### src/rtl/writeback_reorder_l2_pkg.sv
// writeback_reorder_l2_pkg: shared field widths and the buffered writeback record
package writeback_reorder_l2_pkg;

   localparam int pc_bits    = 32;
   localparam int waddr_bits = 5;
   localparam int wdata_bits = 32;

   // One buffered X->W result; seq_num is implied by the slot it lives in
   typedef struct packed {
      logic [pc_bits-1:0]    pc;
      logic [waddr_bits-1:0] waddr;
      logic [wdata_bits-1:0] wdata;
      logic                  wen;
   } wb_entry_t;

endpackage

### src/rtl/writeback_reorder_l2.sv
// writeback_reorder_l2: reorders out-of-order execute results into in-order commits
module writeback_reorder_l2
   import writeback_reorder_l2_pkg::*;
#(
   parameter int p_seq_num_bits = 5,
   parameter int p_num_pipes    = 2
) (
   input  logic                                           clk,
   input  logic                                           rst,
   input  logic [p_num_pipes-1:0]                         ex_val,
   output logic [p_num_pipes-1:0]                         ex_rdy,
   input  logic [p_num_pipes-1:0][pc_bits-1:0]            ex_pc,
   input  logic [p_num_pipes-1:0][p_seq_num_bits-1:0]     ex_seq_num,
   input  logic [p_num_pipes-1:0][waddr_bits-1:0]         ex_waddr,
   input  logic [p_num_pipes-1:0][wdata_bits-1:0]         ex_wdata,
   input  logic [p_num_pipes-1:0]                         ex_wen,
   output logic                                           commit_val,
   input  logic                                           commit_rdy,
   output logic [pc_bits-1:0]                             commit_pc,
   output logic [p_seq_num_bits-1:0]                      commit_seq_num,
   output logic [waddr_bits-1:0]                          commit_waddr,
   output logic [wdata_bits-1:0]                          commit_wdata,
   output logic                                           commit_wen
);

   localparam int                  n_entries = 1 << p_seq_num_bits;
   localparam logic [p_seq_num_bits-1:0] seq_one = 1;

   logic [n_entries-1:0]      valid;
   wb_entry_t                 mem [n_entries];
   logic [p_seq_num_bits-1:0] head;
   logic [p_num_pipes-1:0]    ex_fire;
   logic                      commit_fire;

   // A pipe may write only a free slot, and loses to any lower pipe aiming at the same slot
   always_comb begin
      ex_rdy = '0;
      for (int i = 0; i < p_num_pipes; i++) begin
         ex_rdy[i] = rst && !valid[ex_seq_num[i]];
         for (int j = 0; j < i; j++)
            if (ex_val[j] && ex_seq_num[j] == ex_seq_num[i]) ex_rdy[i] = 1'b0;
      end
   end

   assign ex_fire     = ex_val & ex_rdy;
   assign commit_fire = commit_val && commit_rdy;

   // The head slot is presented straight from registered state
   always_comb begin
      commit_val     = valid[head];
      commit_seq_num = head;
      commit_pc      = mem[head].pc;
      commit_waddr   = mem[head].waddr;
      commit_wdata   = mem[head].wdata;
      commit_wen     = mem[head].wen;
   end

   // Valid bits and head pointer; a fired slot is never the committing head, so updates never collide
   always_ff @(posedge clk or negedge rst) begin
      if (!rst) begin
         valid <= '0;
         head  <= '0;
      end else begin
         if (commit_fire) begin
            valid[head] <= 1'b0;
            head        <= head + seq_one;
         end
         for (int i = 0; i < p_num_pipes; i++)
            if (ex_fire[i]) valid[ex_seq_num[i]] <= 1'b1;
      end
   end

   // Entry payloads need no reset; the valid bit qualifies them
   always_ff @(posedge clk) begin
      for (int i = 0; i < p_num_pipes; i++)
         if (ex_fire[i])
            mem[ex_seq_num[i]] <= '{pc: ex_pc[i], waddr: ex_waddr[i], wdata: ex_wdata[i], wen: ex_wen[i]};
   end

   function automatic logic [p_seq_num_bits+p_num_pipes:0] trace();
      return {head, commit_val, ex_rdy};
   endfunction

endmodule

### config.mk
export PLATFORM = sky130hd
export DESIGN_NAME = writeback_reorder_l2
export DESIGN_NICKNAME = d
export VERILOG_FILES = /design/src/rtl/writeback_reorder_l2_pkg.sv /design/src/rtl/writeback_reorder_l2.sv
export SDC_FILE = /design/constraint.sdc
export NUM_CORES = 2
export LEC_CHECK = 0
export CORE_UTILIZATION = 57
export DETAILED_ROUTE_END_ITERATION = 16
export MAX_ROUTING_LAYER = met4
export PLACE_DENSITY_LB_ADDON = 0.08
export SLEW_MARGIN = 10
export SYNTH_ARGS = -nofsm -noshare
export SYNTH_HDL_FRONTEND = slang
export SYNTH_SLANG_ARGS = --single-unit
### constraint.sdc
create_clock -name clk -period 7.1 [get_ports clk]
set_clock_uncertainty 0.2 [all_clocks]
set_input_delay 1.775 -clock clk [delete_from_list [all_inputs] [get_ports clk]]
set_output_delay 1.775 -clock clk [all_outputs]
set_load 0.05 [all_outputs]
==> results.md <==
- The layout overhead on the synthesized area is 11.0%.
- The kind of cell adding the most delay to the critical path is buffers and inverters.
- The detailed-route wire length per cell is around 39 um.
- Post-CTS repair changed the size of 0 cells.
- The first global-routing pass estimated between 500000 and 600000 um of wire.
- STA puts the critical path data required time at 5.12 ns.
- The post-detailed-route count of antenna-violating nets is 0.
- The placeable core region is 200000 um2.
- In this run, synthesis inferred about 2200 flip-flops with an integrated enable.
- In this run the number of H-tree levels came out at 4.
- The average instance in the mapped netlist occupies around 17 um2.
- The critical path goes through clkdlybuf4s50_1 > buf_4 > mux2i_1 > o22ai_1 > mux2i_1 > nand3_1 > a2111oi_1 > buf_4 > buf_12.
- Of the total power, the clock network draws 0.294.
- The area of combinational cells with multiple inputs is 43400 um2.
- The worst path meets setup with 0.262 ns of slack.
- The maximum net fanout on the critical path is 13.
- The remaining design rule violation count is 0.
- The routed design has approximately 370000 um of wire.
- The share of total power dissipated in combinational logic is 0.329.
- At the end of the flow, the number of nets in the layout was around 6600.
- The total number of vias is slightly below 70000.
- The cell leakage power is 40.8 nW.
- In the layout the commonest cells are edfxtp_1, mux2_2, mux4_2, a22oi_1, clkbuf_16.
- The logic depth of the worst path, buffers included is 9.
- The tree is rooted in a clkbuf_16.
- Detailed placement finished with a half-perimeter wire length of 200000 um.
- In this run the power density over the cells is between 300 and 400 nW/um2.
- Buffers inserted to repair hold after CTS numbered 0.
- The flip-flop and latch area is 68200 um2.
- Summed over all layers, the global routing overflow is 0.
- The fraction of layout cells with a size suffix above 1 is 0.520.
- The internal portion of the total power is between 0.02 and 0.03 W.
- The total setup violations reported at the end of the flow is 0.
- The floorplan step defined a die boundary enclosing a little over 200000 um2.
- The achievable frequency is between 100 and 150 MHz.
- The congestion estimate from routability-driven global placement came to approximately 0.86.
- The first routing iteration left 9475 violations.
- For this design the total switching power over the nets is ~0.014 W.
- The critical path capture point is ex_rdy[1].
- The starting density of the core is 0.575.
- The initial antenna violation count is 31.
- The clock-pin transition on the worst setup and hold timing paths is around 0.06 ns.
- The first TritonRoute pass finished after 5 iterations.
- The most used flip-flop cell after synthesis is edfxtp_1.
- The maximum vdd ir drop is around 0.31 mV.
- The total count of hold-check failures in the final report is 0.
- Summing all placed instances gives a cell area of around 120000 um2.
- Counting tap cells, the placed design contains a total of roughly 8900 instances.
- The number of placement rows is ~160.
- For this design the top-level I/O count stands at 233.
- Timing analysis after detailed placement gives a worst setup slack of between 0.2 and 0.3 ns.
- For the worst flop-to-flop path, the logic depth is 8.
- The largest individual stage delay along the critical path comes from the cell a2111oi_1.
- The path class of the tightest hold or removal check is flip-flop to flip-flop.
- The number of buffers and inverters on the critical path is 4.
- The clock latency of the later-clocked register in the worst-skew pair is just under 0.9 ns.
- The die boundary width is 451 um.
- In this run, synthesis produced a sequential element count of 2277.
- Of the total power, the share spent switching nets is 0.334.
- The launch instance of the worst register-to-register path is valid[5]$_DFF_PN0_.
- Leaving out fill and tap cells, the most frequent cell in the layout is edfxtp_1.
- The synthesized netlist cell count is between 6000 and 7000.
- STA puts the critical path data arrival time at slightly below 5 ns.
- At the pin with the least slew margin, the transition time is roughly 1.3 ns.
- The critical path capture point type is an output port.
- The number of standard cells in the layout, taps in and fillers out is roughly 9300.
- The buffer count from post-CTS setup fixing is 0.
- The proportion of synthesized chip area in sequential cells is 0.592.
- The category of the worst setup path launch point is an input pin.
- The number of nets in the synthesized netlist is roughly 6800.
- The worst max-slew margin expressed relative to the limit is 0.128.
- The count of max-cap constraint violations is 0.
- The final core utilization is 0.638.
- The via count of the first global-routing pass is 66642.
- Once layout is done, the placed cells without fillers occupy 128000 um2.
- The largest single stage delay on the critical path is approximately 0.9 ns.
- The start-to-end type of the worst setup path is input pin to output port.
- Across all hold checks on the routed design, the worst slack comes to between 0.4 and 0.5 ns.
- The buffer depth of the longest clock path is 3.
- The count of filler cells inserted in the layout is between 10000 and 15000.
- Dividing the final minimum period by the clock period gives 0.963.
- In this run the worst setup path begins at ex_seq_num[6].
- TritonCTS built the clock tree.
- In the global route stage, overall resource usage came out at 0.370.
- The final critical path time including I/O delays and setup is between 6 and 7 ns.
- The setup slack of the most critical reg-to-reg path is approximately 3.0 ns.
- The total count of max-transition violations in the final report was 0.
- The run finished with clean final reports.
- The average vias per placed instance is about 7.
- The die is between 400 and 500 um tall.
- The endpoint identified for the worst register-to-register timing path is mem[2][47]$_DFFE_PP_.
- The number of buffers inserted during clock tree synthesis is approximately 240.
- The async set or reset register ratio after synthesis is 0.0162.
- For this run, the number of Yosys warnings is 0.
- The largest net degree at the start of global routing is around 120.
- Setup repair after global routing left no endpoint under its margin.
- The share of total power dissipated in sequential elements is 0.377.
- The number of buffer cells added on primary ports is between 200 and 250.
- The tree built by TritonCTS fans out to 2277 sinks.
- The number of different library cells used by synthesis comes to 54.
- The cell area that synthesis handed to floorplanning was 115000 um2.
==> cell families (layout without fill, tap and decap cells) <==
group	count (synthesis)	after routing	synth area share
AO/OA/AOI/OAI	373	373	0.0239
buffers and inverters	880	932	0.0356
adder cells (fa/ha/maj)	4	4	0.000435
XOR/XNOR	9	9	0.000685
AND/OR/NAND/NOR	226	226	0.0128
flip-flops	2277	2277	0.592
other	0	21	0
multiplexers	2849	2849	0.334
==> synthesized netlist by cell type (all sizes together) (2+ instances only) <==
master | number | area share
or4 | 4 | 0.00026
xor2 | 3 | 0.00023
or3b | 4 | 0.00030
o31a | 9 | 0.00068
a22oi | 278 | 0.018
edfxtp | 2240 | 0.58
inv | 6 | 0.00020
nor2 | 15 | 0.00049
buf | 316 | 0.017
nand4 | 68 | 0.0037
nand2b | 9 | 0.00049
nand3b | 10 | 0.00065
a211oi | 2 | 0.00013
and3 | 11 | 0.00060
and3b | 4 | 0.00030
nor4 | 2 | 0.00024
nor3b | 8 | 0.00061
mux2i | 32 | 0.0028
nand3 | 32 | 0.0020
or3 | 13 | 0.00071
o2111ai | 5 | 0.00038
o211ai | 17 | 0.0011
mux2 | 2245 | 0.22
nor2b | 3 | 0.00016
or2 | 8 | 0.00043
o31ai | 15 | 0.00098
nor3 | 14 | 0.0012
nand2 | 21 | 0.00068
xnor2 | 6 | 0.00046
o22ai | 8 | 0.00043
mux4 | 572 | 0.11
clkbuf | 558 | 0.018
dfrtp | 37 | 0.0080
ha | 4 | 0.00043
o2bb2ai | 2 | 0.00015
o21ai | 28 | 0.0012
==> final cells by class <==
cell class | instances | area share
flip-flops and latches | 2277 | 0.534
multi-input cells | 3461 | 0.340
clock buffers | 289 | 0.0488
repair buffers | 490 | 0.0428
well taps | 2656 | 0.0260
clock inverters | 147 | 0.00839
diodes | 21 | 0.000411
inverters | 6 | 0.000176
==> power by group through the flow <==
stage / clock, W / sequential [W] / combinational, W
2_1_floorplan: 0 / 0.0155 / 0.00879
3_3_place_gp: 0 / 0.0157 / 0.0133
3_5_place_dp: 0 / 0.0157 / 0.0134
4_1_cts: 0.0121 / 0.0154 / 0.0134
5_1_grt: 0.0126 / 0.0154 / 0.0139
6_report: 0.0120 / 0.0154 / 0.0134
==> worst min-delay path, stage by stage (launching register included) <==
cell,delay (ns)
dfrtp_1,0.42
o31ai_1,0.09
o211ai_1,0.09
==> stage by stage <==
| stage | TNS, ns | total power (W) |
|---|---|---|
| CTS | 0 | 0.0409 |
| finish | 0 | 0.0409 |
| detailed placement | 0 | 0.0290 |
| global route | 0 | 0.0419 |
| floorplan | -976.72 | 0.0242 |
| global placement | 0 | 0.0290 |
==> how the worst min path moves through the flow <==
stage	end	slack, ns	startpoint	cells past startpoint
CTS	valid[29]$_DFF_PN0_	0.43	valid[29]$_DFF_PN0_	2
floorplan	valid[5]$_DFF_PN0_	0.31	valid[5]$_DFF_PN0_	1
detailed placement	valid[17]$_DFF_PN0_	0.42	valid[17]$_DFF_PN0_	2
global route	valid[28]$_DFF_PN0_	0.47	valid[28]$_DFF_PN0_	2
finish	valid[29]$_DFF_PN0_	0.44	valid[29]$_DFF_PN0_	2
global placement	valid[29]$_DFF_PN0_	0.41	valid[29]$_DFF_PN0_	2
==> flip-flops by register name, summed over array words and instances, names as in the netlist <==
name            count
mem              2240
valid              32
commit_seq_num      5
==> routing by layer <==
metal	GRT usage	up-vias	share of wire
li1	-	26531	-
met1	0.500	35828	0.38
met2	0.569	4068	0.48
met3	0.0686	783	0.10
met4	0.123	0	0.037
met5	-	-	0
(Power assumes the default switching activity.)
